## config.mk

```make
export PLATFORM = sky130hd
export DESIGN_NAME = decode_issue_stage
export DESIGN_NICKNAME = d
export VERILOG_FILES = /design/src/rtl/decode_pkg.sv /design/src/rtl/decode_issue_stage_scoreboard.sv /design/src/rtl/decode_issue_stage.sv
export SDC_FILE = /design/constraint.sdc
export NUM_CORES = 1
export LEC_CHECK = 0
export CORE_ASPECT_RATIO = 1.25
export CORE_MARGIN = 3
export CORE_UTILIZATION = 60
export DETAILED_ROUTE_END_ITERATION = 6
export DONT_BUFFER_PORTS = 1
export GPL_ROUTABILITY_DRIVEN = 0
export HOLD_SLACK_MARGIN = 0.02
export PLACE_DENSITY = 0.79
export SYNTH_ARGS = -nofsm -noshare
export SYNTH_HDL_FRONTEND = slang
export SYNTH_SLANG_ARGS = --single-unit
```

## constraint.sdc

```tcl
create_clock -name clk -period 25.4 [get_ports clk]
set_clock_uncertainty 0.2 [all_clocks]
set_input_delay 3.81 -clock clk [delete_from_list [all_inputs] [get_ports clk]]
set_output_delay 3.81 -clock clk [all_outputs]
set_load 0.03 [all_outputs]
```

## src/rtl/decode_pkg.sv

```systemverilog
`default_nettype none
// ============================================================================
// Module      : decode_pkg
// Description : Shared RV64I opcodes, FIFO entry type and field-usage helpers
//               for the decode/issue stage.
// Revision    : 1.0 - initial release
// ============================================================================
package decode_pkg;

    localparam logic [6:0] OP        = 7'b0110011;
    localparam logic [6:0] OP_32     = 7'b0111011;
    localparam logic [6:0] OP_IMM    = 7'b0010011;
    localparam logic [6:0] OP_IMM_32 = 7'b0011011;
    localparam logic [6:0] LOAD      = 7'b0000011;
    localparam logic [6:0] STORE     = 7'b0100011;
    localparam logic [6:0] BRANCH    = 7'b1100011;
    localparam logic [6:0] JAL       = 7'b1101111;
    localparam logic [6:0] JALR      = 7'b1100111;
    localparam logic [6:0] LUI       = 7'b0110111;
    localparam logic [6:0] AUIPC     = 7'b0010111;

    // Entry widths match the stage defaults; the top casts to/from its own widths.
    localparam int c_ENTRY_XLEN = 64;
    localparam int c_ENTRY_ILEN = 32;

    typedef struct packed {
        logic [c_ENTRY_ILEN-1:0] instruction;
        logic [c_ENTRY_XLEN-1:0] PC;
    } fifo_entry_t;

    function automatic logic uses_rs1(input logic [6:0] opcode);
        case (opcode)
            OP, OP_32, OP_IMM, OP_IMM_32, LOAD, STORE, BRANCH, JALR: uses_rs1 = 1'b1;
            default:                                                 uses_rs1 = 1'b0;
        endcase
    endfunction

    function automatic logic uses_rs2(input logic [6:0] opcode);
        case (opcode)
            OP, OP_32, STORE, BRANCH: uses_rs2 = 1'b1;
            default:                  uses_rs2 = 1'b0;
        endcase
    endfunction

    function automatic logic writes_rd(input logic [6:0] opcode);
        case (opcode)
            OP, OP_32, OP_IMM, OP_IMM_32, LOAD, LUI, AUIPC, JAL, JALR: writes_rd = 1'b1;
            default:                                                   writes_rd = 1'b0;
        endcase
    endfunction

endpackage
`default_nettype wire

```

## src/rtl/decode_issue_stage_scoreboard.sv

```systemverilog
`default_nettype none
// ============================================================================
// Module      : reg_scoreboard
// Description : Per-register latency counters; flags sources whose producer
//               result is not yet forwardable.
// Revision    : 1.0 - initial release
// ============================================================================
module reg_scoreboard #(
    parameter int REGISTER_SIZE = 5,
    parameter int LAT_SIZE      = 2,
    parameter int ALU_LATENCY   = 1,
    parameter int LOAD_LATENCY  = 2
) (
    input  logic                     clk,
    input  logic                     rst,
    input  logic [REGISTER_SIZE-1:0] i_rs1,
    input  logic                     i_rs1_used,
    input  logic [REGISTER_SIZE-1:0] i_rs2,
    input  logic                     i_rs2_used,
    input  logic                     i_set,
    input  logic [REGISTER_SIZE-1:0] i_rd,
    input  logic                     i_is_load,
    output logic                     o_hazard
);

    localparam int                  c_NUM_REGS = 2 ** REGISTER_SIZE;
    localparam logic [LAT_SIZE-1:0] c_ALU_LAT  = LAT_SIZE'(ALU_LATENCY);
    localparam logic [LAT_SIZE-1:0] c_LOAD_LAT = LAT_SIZE'(LOAD_LATENCY);

    logic [LAT_SIZE-1:0] r_sb [c_NUM_REGS];
    logic                w_rs1_busy;
    logic                w_rs2_busy;

    // A fresh load of a counter takes priority over its decrement.
    always_ff @(posedge clk) begin
        if (rst) begin
            for (int i = 0; i < c_NUM_REGS; i++) begin
                r_sb[i] <= '0;
            end
        end else begin
            for (int i = 0; i < c_NUM_REGS; i++) begin
                if (i_set && (i_rd != '0) && (i_rd == REGISTER_SIZE'(i))) begin
                    r_sb[i] <= i_is_load ? c_LOAD_LAT : c_ALU_LAT;
                end else if (r_sb[i] != '0) begin
                    r_sb[i] <= r_sb[i] - 1'b1;
                end
            end
        end
    end

    assign w_rs1_busy = i_rs1_used && (i_rs1 != '0) && (r_sb[i_rs1] != '0);
    assign w_rs2_busy = i_rs2_used && (i_rs2 != '0) && (r_sb[i_rs2] != '0);
    assign o_hazard   = w_rs1_busy || w_rs2_busy;

endmodule
`default_nettype wire

```

## src/rtl/decode_issue_stage.sv

```systemverilog
`default_nettype none
// ============================================================================
// Module      : decode_issue_stage
// Description : Instruction FIFO, RV64I register-field decode and scoreboard
//               gated issue with flush and hazard-stall counting.
// Revision    : 1.0 - initial release
// ============================================================================
module decode_issue_stage
    import decode_pkg::*;
#(
    parameter int XLEN               = 64,
    parameter int INSTRUCTION_LENGTH = XLEN / 2,
    parameter int REGISTER_SIZE      = 5,
    parameter int DEPTH              = 4,
    parameter int LAT_SIZE           = 2,
    parameter int ALU_LATENCY        = 1,
    parameter int LOAD_LATENCY       = 2,
    parameter int STALL_CNT_SIZE     = 32
) (
    input  logic                          clk,
    input  logic                          rst,
    input  logic                          in_valid,
    output logic                          in_ready,
    input  logic [INSTRUCTION_LENGTH-1:0] in_instruction,
    input  logic [XLEN-1:0]               in_PC,
    input  logic                          flush,
    output logic                          issue_valid,
    input  logic                          issue_ready,
    output logic [INSTRUCTION_LENGTH-1:0] issue_instruction,
    output logic [XLEN-1:0]               issue_PC,
    output logic [REGISTER_SIZE-1:0]      issue_rs1,
    output logic [REGISTER_SIZE-1:0]      issue_rs2,
    output logic [REGISTER_SIZE-1:0]      issue_rd,
    output logic                          issue_is_load,
    output logic [$clog2(DEPTH):0]        occupancy,
    output logic                          hazard_stall,
    output logic [STALL_CNT_SIZE-1:0]     stall_cycles
);

    localparam int c_PTR_W = $clog2(DEPTH);
    localparam int c_CNT_W = c_PTR_W + 1;

    fifo_entry_t               r_mem [DEPTH];
    logic [c_PTR_W-1:0]        r_wr_ptr;
    logic [c_PTR_W-1:0]        r_rd_ptr;
    logic [c_CNT_W-1:0]        r_count;
    logic [STALL_CNT_SIZE-1:0] r_stall_cnt;

    fifo_entry_t                   w_head;
    fifo_entry_t                   w_push_entry;
    logic [INSTRUCTION_LENGTH-1:0] w_instr;
    logic [6:0]                    w_opcode;
    logic                          w_head_valid;
    logic                          w_rs1_used;
    logic                          w_rs2_used;
    logic                          w_hazard;
    logic                          w_push;
    logic                          w_pop;

    assign w_head       = r_mem[r_rd_ptr];
    assign w_head_valid = (r_count != '0);
    assign w_instr      = INSTRUCTION_LENGTH'(w_head.instruction);
    assign w_opcode     = w_instr[6:0];
    assign w_rs1_used   = uses_rs1(w_opcode);
    assign w_rs2_used   = uses_rs2(w_opcode);

    assign w_push_entry.instruction = c_ENTRY_ILEN'(in_instruction);
    assign w_push_entry.PC          = c_ENTRY_XLEN'(in_PC);

    assign issue_instruction = w_instr;
    assign issue_PC          = XLEN'(w_head.PC);
    assign issue_rs1         = w_rs1_used ? w_instr[15 +: REGISTER_SIZE] : '0;
    assign issue_rs2         = w_rs2_used ? w_instr[20 +: REGISTER_SIZE] : '0;
    assign issue_rd          = writes_rd(w_opcode) ? w_instr[7 +: REGISTER_SIZE] : '0;
    assign issue_is_load     = (w_opcode == LOAD);

    assign in_ready     = (r_count != c_CNT_W'(DEPTH));
    assign occupancy    = r_count;
    assign hazard_stall = w_head_valid && w_hazard;
    assign issue_valid  = !rst && w_head_valid && !w_hazard && !flush;
    assign stall_cycles = r_stall_cnt;

    // A flushed cycle neither accepts the new instruction nor retires the head.
    assign w_push = in_valid && in_ready && !flush;
    assign w_pop  = issue_valid && issue_ready;

    always_ff @(posedge clk) begin
        if (rst) begin
            r_wr_ptr <= '0;
            r_rd_ptr <= '0;
            r_count  <= '0;
            for (int i = 0; i < DEPTH; i++) begin
                r_mem[i] <= '0;
            end
        end else if (flush) begin
            r_wr_ptr <= '0;
            r_rd_ptr <= '0;
            r_count  <= '0;
        end else begin
            if (w_push) begin
                r_mem[r_wr_ptr] <= w_push_entry;
                r_wr_ptr        <= r_wr_ptr + 1'b1;
            end
            if (w_pop) begin
                r_rd_ptr <= r_rd_ptr + 1'b1;
            end
            case ({w_push, w_pop})
                2'b10:   r_count <= r_count + 1'b1;
                2'b01:   r_count <= r_count - 1'b1;
                default: r_count <= r_count;
            endcase
        end
    end

    always_ff @(posedge clk) begin
        if (rst) begin
            r_stall_cnt <= '0;
        end else if (hazard_stall && !(&r_stall_cnt)) begin
            r_stall_cnt <= r_stall_cnt + 1'b1;
        end
    end

    reg_scoreboard #(
        .REGISTER_SIZE (REGISTER_SIZE),
        .LAT_SIZE      (LAT_SIZE),
        .ALU_LATENCY   (ALU_LATENCY),
        .LOAD_LATENCY  (LOAD_LATENCY)
    ) u_scoreboard (
        .clk        (clk),
        .rst        (rst),
        .i_rs1      (issue_rs1),
        .i_rs1_used (w_rs1_used),
        .i_rs2      (issue_rs2),
        .i_rs2_used (w_rs2_used),
        .i_set      (w_pop),
        .i_rd       (issue_rd),
        .i_is_load  (issue_is_load),
        .o_hazard   (w_hazard)
    );

endmodule
`default_nettype wire

```

## Word-level counts from Yosys, hierarchy flattened

Memory sizes are Yosys's and may differ from the RTL's. A register that Yosys moved wholly into a read port is not among the register bits.
Cells that the tools add are included.

| storage, ports and cells | value |
|---|---|
| input bits | 101 |
| word-level logic and storage cells | 555 |
| register bits | 39 |
| bits in writable memories | 448 |
| memories | 2 |

Memories:

| name | words | width | read ports | clocked after memory_dff | wr ports | RTL line | RTL |
|---|---|---|---|---|---|---|---|
| r_mem | 4 | 96 | 1 | 1 | 4 | decode_issue_stage.sv:43 | `fifo_entry_t r_mem [DEPTH];` |
| u_scoreboard.r_sb | 32 | 2 | 34 | 0 | 32 | decode_issue_stage_scoreboard.sv:30 | `logic [LAT_SIZE-1:0] r_sb [c_NUM_REGS];` |

| cells by class | value |
|---|---|
| add/sub/neg operators | 37 |
| eq/ne operators | 45 |
| bitwise logic cells | 64 |
| muxes and demuxes | 307 |
| reductions and logical operators | 96 |

Operator list:

| kind | number |
|---|---|
| 2-to-1 mux 1 bit | 234 |
| 2-to-1 mux 2 bit | 68 |
| 2-to-1 mux 96 bit | 1 |
| OR reduction 96 bit | 1 |
| equality test 5 bit (second input constant) | 16 |
| nonzero test 2 bit | 35 |
| bitwise OR 1 bit | 64 |
| subtractor 2 x 1 -> 2 bit (second input constant) | 32 |
| logical AND 1 bit | 45 |
| equality test 5 x 4 -> 1 bit (second input constant) | 8 |
| adder 32 x 1 -> 32 bit (second input constant) | 1 |
| AND reduction 32 bit | 1 |
| equality test 7 x 6 -> 1 bit (second input constant) | 4 |
| equality test 7 x 5 -> 1 bit (second input constant) | 3 |
| equality test 7 bit (second input constant) | 3 |
| equality test 5 x 3 -> 1 bit (second input constant) | 4 |
| 2-to-1 mux 5 bit | 3 |
| nonzero test 5 bit | 3 |
| equality test 5 x 2 -> 1 bit (second input constant) | 2 |
| OR reduction 9 bit | 1 |
| OR reduction 8 bit | 1 |
| equality test 7 x 2 -> 1 bit (second input constant) | 1 |
| one-hot mux 3 bit (2 select lines) | 1 |
| equality test 5 x 1 -> 1 bit (second input constant) | 1 |
| 12 further kinds | 16 |

## Logic depth before layout (Yosys ltp)

Gate-level depths: netlist (run 1).

| depth | value |
|---|---|
| depth in word-level cells | 19 |
| gate-level depth with buffers | 19 |

## Modules after synthesis

From an unflattened synthesis (run 1), not the netlist that was laid out.

| unflattened totals | value |
|---|---|
| cell total of the unflattened synthesis | 1864 |
| area total of the unflattened synthesis | 23079.6 um2 |

By module, submodules not included:

| module | sequential area each (um2) | cells each | area an instance (um2) | times used |
|---|---|---|---|---|
| decode_issue_stage | 12351.8 | 1299 | 18211.2 | 1 |
| reg_scoreboard | 1921.8 | 565 | 4868.4 | 1 |

## Worst setup path before layout (run 1)

OpenSTA, ideal clock, no wires.

| timing path | value |
|---|---|
| kind | input to register |
| from | input port flush |
| to | memory r_mem[3][0] (netlist name), enable pin |
| slack | 13.334 ns |
| library setup time | 0.683 ns |
| stages on the path | 4 |
| buffers on the path | 1 |
| data arrival time | 11.183 ns |
| path through | and3b_1 clkbuf_1 nand2_1 o21ai_0 |

RTL lines:

| item | RTL line | RTL |
|---|---|---|
| start: declaration | decode_issue_stage.sv:26 | `input logic flush,` |
| end: declaration | decode_issue_stage.sv:43 |  |

==> results by group, run 1 <==
Timing
  – Max_slew headroom: 36.2%
  – Crit path time final: 9580 ps
  – Final Max Slew Viols: 0
  – RSZ-0062 raised after global routing: no
  – Final setup fails: 0
  – Tightest Pin Transition: between 900 and 1000 ps
  – Hold Slack: ~250 ps
  – Fin crit share: roughly 38%
  – Setup_tns: 0 ps
  – Max Fclk: between 0.1 and 0.15 GHz
  – Endpoints failing hold: 0

Clock network
  – CTS resizes: 0
  – CTS H-tree depth: 2
  – Clock Latency Late Sink: 560 ps
  – Setup Buffers After CTS: 0
  – Post-CTS Hold Buffers: 0
  – CTS tree: yes
  – Worst-path clk slew: around 60 ps
  – Clk sinks: 489
  – Root Driver: clkbuf_16
  – Clock Path Buffers: 3
  – Num CTS Buffers: 49

Global routing
  – Largest net degree at the start of global routing: roughly 110
  – All-Layer GR Usage: a little over a quarter
  – First-pass GRT wire length: ~90000 um
  – Vias in the first global route: approximately 16k
  – Overflow after GRT: 0
  – Initial antenna violation count: 0

Synthesis
  – Number of synthesized flops with an enable pin: 448
  – Post-Syn Area: about 0.024 sq mm
  – Most common cell in the netlist: edfxtp_1
  – Synth Instances: approximately 1.9k
  – Post-synth top area share: between 50 and 60%
  – Post-Syn Area per Cell: roughly 13 sq um
  – Synth area leader: edfxtp_1
  – Post-synthesis sequential area ratio: about 59%
  – Syn_nets: ~2k
  – Synth unique cells: 80
  – Async SR Flop Fraction: 0%
  – Post-synth top flop: edfxtp_1
  – Main area contributors after synthesis: edfxtp_1 (56%), mux4_2 (9.0%), and2_1 (6.5%)
  – Ys Warns: 0
  – Post-synth top cells: edfxtp_1 (448), and2_1 (250), nor2_1 (131)
  – Yosys reg bits: ~490

Die
  – DIE AREA: 0.0428 sq mm
  – Chip width: 186 um
  – Row count: 81
  – Core Region: around 0.040 sq mm
  – Vert. Die Dim: around 230 um
  – Ports: between 200 and 300
  – Starting Density: between 60% and 70%

Pwr
  – P_int: ~1.5 mW
  – Switching Fraction: 25.9%
  – Pwr Density: roughly 80 mW/mm^2
  – NetSw: 0.538 mW
  – P_leak: around 9.6 nW
  – Max IR drop VDD: 0.0617 mV
  – Power Total: between 2 and 2.5 mW
  – Clock Power Share: roughly 36%
  – Logic gate share of total power: between 10% and 20%
  – Power share of the sequential group: about half

Drt
  – Iteration count of the initial detailed-routing pass: 7
  – DR iter-0 viols: between 1.5k and 2k
  – Antenna-violating nets left: 0
  – Detail-routed via count per cell: between 6 and 7
  – Residual DRC: 1
  – DR vias: 15.2k
  – Detailed-route wire length per cell: roughly 25 um
  – Total Routed Length: between 50000 and 60000 um

Setup path
  – Worst setup EP type: primary output
  – CP startpoint kind: flip-flop
  – Critical Path AT: about 5600 ps
  – Critical path class: flip-flop to primary output
  – Maximum net fanout on the critical path: approximately 60
  – CP required: roughly 21000 ps

Job
  – Max-cap check violation count: 0

Placed design
  – Final HPWL DP: between 30000 and 40000 um
  – Port buffer count: 0

Layout
  – Nets: between 1.5k and 2k
  – Number of diodes: 0
  – Layout area overhead: 8.26%
  – Layout cell share with drive strength beyond 1: around 16%

Worst hold path
  – Hold Crit Class: flip-flop to flip-flop

Run status
  – Status: finished with violations
  – Failing checks: design-rule violations
-- worst max-delay path: stages (launching register included) --
cell and delay (ps):
dfxtp_4 970, buf_4 670, mux4_2 630, nand4b_1 450, nor2_4 280, a21oi_1 90, o41ai_1 360, nand4_1 300
a21o_4 430, nor3_1 760
-- metrics by stage --
stage | util (%) | area (sq um) | std cells | setup slack [ps]
after floorplan | - | 24200 | 1850 | 13330
after global placement | 62.1 | 24600 | 2245 | 16440
after detailed placement | 62.1 | 24600 | 2245 | 16440
after CTS | 66.4 | 26200 | 2337 | 15820
after global routing | 66.4 | 26200 | 2337 | 15600
final | 66.4 | 26200 | 2337 | 15820
-- cell families (layout without fill, tap and decap cells) --
logic type / count (synthesis) / count (layout) / share of synthesized area, %
flip-flops: 489 / 489 / 58.9
adder cells (fa/ha/maj): 35 / 35 / 1.84
multiplexers: 164 / 164 / 12.1
AO/OA/AOI/OAI: 170 / 170 / 5.03
buffers and inverters: 235 / 224 / 3.91
AND/OR/NAND/NOR: 753 / 753 / 18.1
XOR/XNOR: 4 / 4 / 0.145
-- placed cells by master, fill, tap and decap left out, types with 8 or more instances in the layout --
| cell type | instances |
|---|---|
| clkinv_2 | 10 |
| clkbuf_1 | 8 |
| o21ai_0 | 23 |
| mux4_2 | 97 |
| inv_1 | 107 |
| clkinv_1 | 9 |
| a31oi_1 | 12 |
| nand3b_1 | 9 |
| or4_1 | 17 |
| and3_1 | 91 |
| nand2_1 | 73 |
| nor2_1 | 128 |
| nand4_1 | 21 |
| and2_1 | 250 |
| nand3_1 | 23 |
| dfxtp_1 | 39 |
| mux2_2 | 49 |
| mux2i_1 | 11 |
| clkbuf_16 | 51 |
| or3_1 | 16 |
| o31ai_1 | 19 |
| buf_4 | 23 |
| o311ai_0 | 15 |
| nor4_4 | 8 |
| edfxtp_1 | 448 |
| nor2b_1 | 10 |
| a21oi_1 | 34 |
| ha_1 | 34 |
| nor3_1 | 53 |
-- path summary, 6_finish.rpt --
check                      startpoint                         to  slack (ps)  depth (start not counted)
min reg2reg  r_rd_ptr[1]$_SDFFE_PP0P_                  flip-flop         250                          1
max reg2reg                 flip-flop  occupancy[2]$_SDFFE_PP0P_       19290                         15
min          r_rd_ptr[1]$_SDFFE_PP0P_                  flip-flop         250                          1
max                         flip-flop                issue_valid       15820                          9
-- sequential cells by signal, indices dropped and copies added (netlist names), named ones only --
register / count
stall_cycles: 32
u_scoreboard.r_sb: 64
r_wr_ptr: 2
occupancy: 3
r_mem: 384
r_rd_ptr: 2
-- power groups by stage --
stage	registers [mW]	clock network [mW]	logic [mW]
after CTS	1.01	0.755	0.320
after global placement	1.02	0	0.301
after floorplan	1.02	0	0.249
final	1.01	0.743	0.325
after detailed placement	1.03	0	0.319
after global routing	1.02	0.785	0.356
-- per-layer routing --
metal  GRT usage [%]  vias up  wire [um]
li1                -     6808          -
met3            8.62      135       6280
met4            9.99        0       2000
met2            46.7      656      29700
met1            32.8     7635      20500
met5               0        -          0
-- layout make-up --
type	count	area (sq um)
clock buffer	60	1320
fill	2778	13300
multi-input combinational	1126	9070
timing repair buffer	23	173
tap	498	623
inverter	109	410
sequential	489	14300
clock inverter	32	348
(Power assumes the default switching activity.)
==> run 2, diff against run 1 <==
- ABC_AREA: unset -> 1
- CORE_UTILIZATION: 60 -> 58
- clock period: 25.4 -> 8.39 ns (I/O delays scaled with it)
==> results by group, run 2 <==
Die
  – Chip width: between 150 and 200 um
  – DIE AREA: around 0.045 sq mm
  – Ports: roughly 250
  – Row count: 83
  – Vert. Die Dim: 236 um
  – Starting Density: 59.1%
  – Core Region: about 0.041 sq mm

Worst hold path
  – Hold Path Origin: r_rd_ptr[0]$_SDFFE_PP0P_
  – Hold Crit Class: flip-flop to flip-flop

Setup path
  – CP startpoint kind: flip-flop
  – Critical path class: flip-flop to primary output
  – Buf/Inv on CP: 4
  – CP delay by family, top: buffers and inverters
  – Slowest stage delay, CP: between 900 and 1000 ps
  – Critical Path AT: roughly 5700 ps
  – Maximum net fanout on the critical path: 105
  – CP required: 6930 ps
  – Critical path cell sequence: inv_4 -> buf_4 -> nand2_1 -> a32oi_1 -> inv_1 -> nor2_1 -> nor4_1 -> inv_1 -> nand2_2 -> a21oi_2
  – CP max stage cell: a32oi_1
  – Worst setup EP type: primary output
  – Top cell by count, worst path: inv_1

Timing
  – Final Max Slew Viols: 0
  – Endpoints failing hold: 0
  – Max_slew headroom: approximately 15%
  – Max Fclk: 0.141 GHz
  – Final setup fails: 0
  – Crit path time final: 7110 ps
  – Fin crit share: between 80% and 90%
  – Setup WS post-layout: roughly 1300 ps
  – RSZ-0062 raised after global routing: no
  – Setup_tns: 0 ps
  – Tightest Pin Transition: about 1300 ps

Layout
  – Nets: around 2.8k
  – Layout cell share with drive strength beyond 1: between 5 and 6%
  – Max reg flops: roughly 380
  – Layout area overhead: 8.28%
  – Register area: about 0.014 sq mm
  – Final Util: roughly 64%
  – Most frequent standard cell in the layout excluding fill and tap cells: nor2_1
  – Most frequent cells in the layout: nor2_1 (705), edfxtp_1 (448), nand2_1 (424)
  – Post-Layout Cell Count: ~3.3k
  – Area of the multi-input gates: around 0.0085 sq mm
  – Most flops, register: r_mem
  – Fill count: ~3.3k

Pwr
  – P_leak: around 11 nW
  – Pwr Density: around 220 mW/mm^2
  – Max IR drop VDD: 0.270 mV

Clock network
  – CTS resizes: 0
  – Clock Path Buffers: 3
  – Clock Latency Late Sink: 590 ps
  – CTS H-tree depth: 2
  – Worst-path clk slew: approximately 60 ps
  – Setup Buffers After CTS: 0
  – CTS tree: yes
  – Post-CTS Hold Buffers: 0
  – Root Driver: clkbuf_16
  – Num CTS Buffers: 48
  – Clk sinks: slightly below 500

Placed design
  – Port buffer count: 0
  – Final HPWL DP: 38600 um
  – Post-Place Cells: around 3.2k
  – Pre-CTS setup slack: between 1500 and 2000 ps

Synthesis
  – Yosys reg bits: 489
  – Async SR Flop Fraction: 0%
  – Most common cell in the netlist: nor2_1
  – Post-Syn Area: ~0.024 sq mm
  – Ys Warns: 0
  – Number of synthesized flops with an enable pin: around 450
  – Post-synth top flop: edfxtp_1
  – Post-synth top cells: nor2_1 (705), edfxtp_1 (448), nand2_1 (429)
  – Synth area leader: edfxtp_1
  – Syn_nets: 2895
  – Post-synthesis sequential area ratio: about three fifths
  – Synth unique cells: 44
  – Post-Syn Area per Cell: about 8.9 sq um
  – Post-synth top area share: 55.0%
  – Main area contributors after synthesis: edfxtp_1 (55%), nor2_1 (11%), nand2_1 (6.6%)
  – Synth Instances: 2759

Drt
  – Total Routed Length: 63800 um
  – Residual DRC: 0
  – Metal2 WL: approximately 32000 um
  – Antenna-violating nets left: 0
  – DR iter-0 viols: between 1.5k and 2k
  – Top layer in use: met5
  – Detail-routed via count per cell: between 5 and 6
  – DR vias: just under 20k
  – Iteration count of the initial detailed-routing pass: 6
  – Detailed-route wire length per cell: roughly 19 um
  – Met1 WL: 22600 um
  – Met3 WL: 7020 um

Global routing
  – Initial antenna violation count: 4
  – Largest net degree at the start of global routing: roughly 120
  – First-pass GRT wire length: slightly below 100000 um
  – Overflow after GRT: 0
  – Vias in the first global route: 19.2k
  – All-Layer GR Usage: 27.8%

Run status
  – Status: finished, final reports clean

Job
  – Max-cap check violation count: 0
run 2: cell count changes in the layout (fill, tap and decap cells not counted), moves of 16 or more:
cell	change
nor3_1	-19
a21oi_1	+60
mux4_2	-97
o22ai_1	+81
nand3_1	+127
o21ai_0	+169
or4_1	-16
and2_1	-249
inv_1	+175
and3_1	-88
nor2_1	+577
mux2_2	-49
nand2_1	+351
run 2: path summary, 6_finish.rpt:
check	end	slack, ps	cells after the start
worst max register to register	stall_cycles[2]$_SDFFE_PP0P_	1830	17
worst max-delay path	hazard_stall	1280	10
worst min-delay path	flip-flop	290	2
worst min register to register	flip-flop	290	2
run 2: cell type report:
cell class	instances	share of cell area, %
flip-flops and latches	489	54.0
multi-input cells	1832	32.1
clock buffers	57	4.78
inverters	294	4.19
well taps	552	2.61
clock inverters	32	1.62
repair buffers	25	0.709
diodes	4	0.0378
run 2: layer usage:
| metal | track usage [%] | vias up |
|---|---|---|
| li1 | - | 9034 |
| met1 | 32.1 | 9220 |
| met2 | 47.6 | 961 |
| met3 | 8.55 | 213 |
| met4 | 11.9 | 4 |
| met5 | 0 | - |
run 2: cells by family (layout without fill, tap and decap cells):
family	Yosys count	in the layout	synth area share [%]
AO/OA/AOI/OAI	387	387	8.57
XOR/XNOR	19	19	0.681
adder cells (fa/ha/maj)	35	35	1.82
buffers and inverters	438	408	7.11
flip-flops	489	489	58.4
other	0	4	0
AND/OR/NAND/NOR	1391	1391	23.4
run 2: worst min-delay path, cell delays in order (launching register included):
cell and delay (ps):
dfxtp_1 310, inv_1 80, a21oi_1 60
run 2: where the power goes:
group	internal (mW)	switching, mW
combinational	0.164	0.460
clock	1.39	0.931
sequential	2.82	0.0507
total	4.37	1.44
run 2: stage by stage:
stage	total power, mW	hold WS [ps]	instance area, sq um
2_1_floorplan	3.38	254	24500
3_3_place_gp	3.49	266	24800
3_5_place_dp	3.53	276	24800
4_1_cts	5.82	289	26500
5_1_grt	6.00	314	26500
6_report	5.82	291	26500
==> run 3, diff against run 2 <==
- CORE_UTILIZATION: 58 -> 60
- clock period: 8.39 -> 6.9 ns (I/O delays scaled with it)
==> results by group, run 3 (synthesis gave the netlist of run 2 again) <==
Placed design
  – Port buffer count: 0
  – Final HPWL DP: ~39000 um
  – Post-DP Area: around 0.025 sq mm

Drt
  – Detailed-route wire length per cell: around 19 um
  – Detail-routed via count per cell: 5.90
  – DR vias: 19.4k
  – Residual DRC: 0
  – Antenna-violating nets left: 0
  – DR iter-0 viols: roughly 1.8k
  – Iteration count of the initial detailed-routing pass: 6
  – Total Routed Length: roughly 64000 um

Timing
  – Final Max Slew Viols: 0
  – RSZ-0062 raised after global routing: no
  – Crit path time final: approximately 6000 ps
  – Max_slew headroom: between 10% and 20%
  – Tightest Pin Transition: between 1000 and 1500 ps
  – Setup_tns: 0 ps
  – Endpoints failing hold: 0
  – Fin crit share: 88.8%
  – Final setup fails: 0
  – Max Fclk: 0.163 GHz

Setup path
  – Critical path cell sequence: clkinv_2 -> nand2_1 -> nand2_1 -> nand2_1 -> nor2_4 -> nand4_2 -> buf_4 -> inv_1 -> a21oi_1 -> nand4_1 -> nand2_1 -> inv_2
  – Critical Path AT: around 4900 ps
  – CP delay by family, top: simple AND/OR/NAND/NOR gates
  – Buf/Inv on CP: 4
  – Flop-to-flop setup slack: ~1000 ps
  – Slowest stage delay, CP: 640 ps
  – CP required: approximately 5700 ps
  – CP max stage cell: clkinv_2
  – R2R Path End: occupancy[2]$_SDFFE_PP0P_
  – Maximum net fanout on the critical path: 47
  – CP startpoint kind: flip-flop
  – Critical path class: flip-flop to primary output
  – R2R depth: 28
  – Worst setup EP type: primary output
  – Top cell by count, worst path: nand2_1

Pwr
  – Max IR drop VDD: roughly 0.27 mV
  – Pwr Density: ~270 mW/mm^2
  – Power share of the sequential group: 49.6%
  – Clock Power Share: between 30% and 40%
  – Switching Fraction: 25.5%
  – P_leak: approximately 11 nW
  – Logic gate share of total power: a little over a tenth
  – NetSw: between 1.5 and 2 mW
  – P_int: between 5 and 6 mW

Global routing
  – First-pass GRT wire length: between 90000 and 100000 um
  – Vias in the first global route: between 15k and 20k
  – All-Layer GR Usage: about 29%
  – Largest net degree at the start of global routing: approximately 110
  – Overflow after GRT: 0
  – Initial antenna violation count: 4

Layout
  – Most frequent standard cell in the layout excluding fill and tap cells: nor2_1
  – Max reg flops: ~380
  – Most flops, register: r_mem
  – Nets: ~2.8k
  – Most frequent cells in the layout: nor2_1 (705), edfxtp_1 (448), nand2_1 (424)
  – Layout area overhead: 8.38%
  – Layout cell share with drive strength beyond 1: between 6 and 7%
  – Post-Layout Inst Area: 0.0265 sq mm
  – Final Util: between 60 and 70%

Clock network
  – Num CTS Buffers: 48
  – CTS resizes: 0
  – Clock Latency Late Sink: around 590 ps
  – CTS tree: yes
  – CTS H-tree depth: 2
  – Worst-path clk slew: 70 ps
  – Clk sinks: around 490
  – Setup Buffers After CTS: 0
  – Post-CTS Hold Buffers: 0
  – Clock Path Buffers: 3
  – Root Driver: clkbuf_16

Die
  – Starting Density: between 60% and 70%
  – Ports: between 200 and 300
  – Core Region: roughly 0.040 sq mm
  – DIE AREA: roughly 0.043 sq mm
  – Vert. Die Dim: about 230 um
  – Row count: 82
  – Chip width: between 150 and 200 um

Run status
  – Status: finished, final reports clean

Worst hold path
  – Hold Path Origin: r_wr_ptr[0]$_SDFFE_PP0P_
  – Hold endpoint: r_wr_ptr[0]$_SDFFE_PP0P_
  – Hold depth: 2
  – Hold Crit Class: flip-flop to flip-flop

Job
  – Max-cap check violation count: 0
run 3: through the flow:
| stage | power (mW) | hold slack [ps] | worst slack [ps] | std cells |
|---|---|---|---|---|
| after floorplan | 4.11 | 254 | 661 | 2759 |
| after global placement | 4.25 | 269 | 1290 | 3191 |
| after detailed placement | 4.30 | 281 | 1140 | 3191 |
| after CTS | 7.05 | 291 | 817 | 3281 |
| after global routing | 7.28 | 297 | 525 | 3282 |
| final | 7.04 | 289 | 774 | 3284 |
run 3: worst max-delay path by stage:
stage	startpoint	end	depth (start not counted)	slack, ps
finish	flip-flop	issue_rd[4]	12	770
global route	flip-flop	issue_rd[4]	12	530
CTS	flip-flop	issue_rd[4]	12	820
detailed placement	flip-flop	occupancy[2]$_SDFFE_PP0P_	28	1140
global placement	flip-flop	occupancy[2]$_SDFFE_PP0P_	28	1290
floorplan	in_valid	r_mem[3][0]$_DFFE_PP_	4	660
run 3: layer usage:
layer / vias to the layer above / share of wire (%) / global-route usage, % / wire, um
li1: 9046 / - / - / -
met1: 9179 / 36 / 32.7 / 23100
met2: 933 / 49 / 50.2 / 31400
met3: 202 / 10 / 8.67 / 6640
met4: 4 / 4.2 / 13.3 / 2650
met5: - / 0.042 / 0 / 27
run 3: layout make-up:
cell class / count / area (sq um)
clock inverter: 34 / 407
antenna: 3 / 7.51
timing repair buffer: 30 / 225
clock buffer: 56 / 1280
inverter: 294 / 1110
tap: 546 / 683
multi-input combinational: 1832 / 8500
fill: 3152 / 13700
sequential: 489 / 14300
run 3: power groups by stage:
stage | clock (mW) | combinational (mW) | sequential [mW]
final | 2.78 | 0.764 | 3.49
after detailed placement | 0 | 0.748 | 3.55
after global routing | 2.92 | 0.849 | 3.51
after global placement | 0 | 0.710 | 3.54
after floorplan | 0 | 0.569 | 3.54
after CTS | 2.81 | 0.753 | 3.49
run 3: worst min-delay path, stage by stage (launching register included):
cell and delay [ps]:
dfxtp_1 320, nand2_1 70, a21oi_1 50
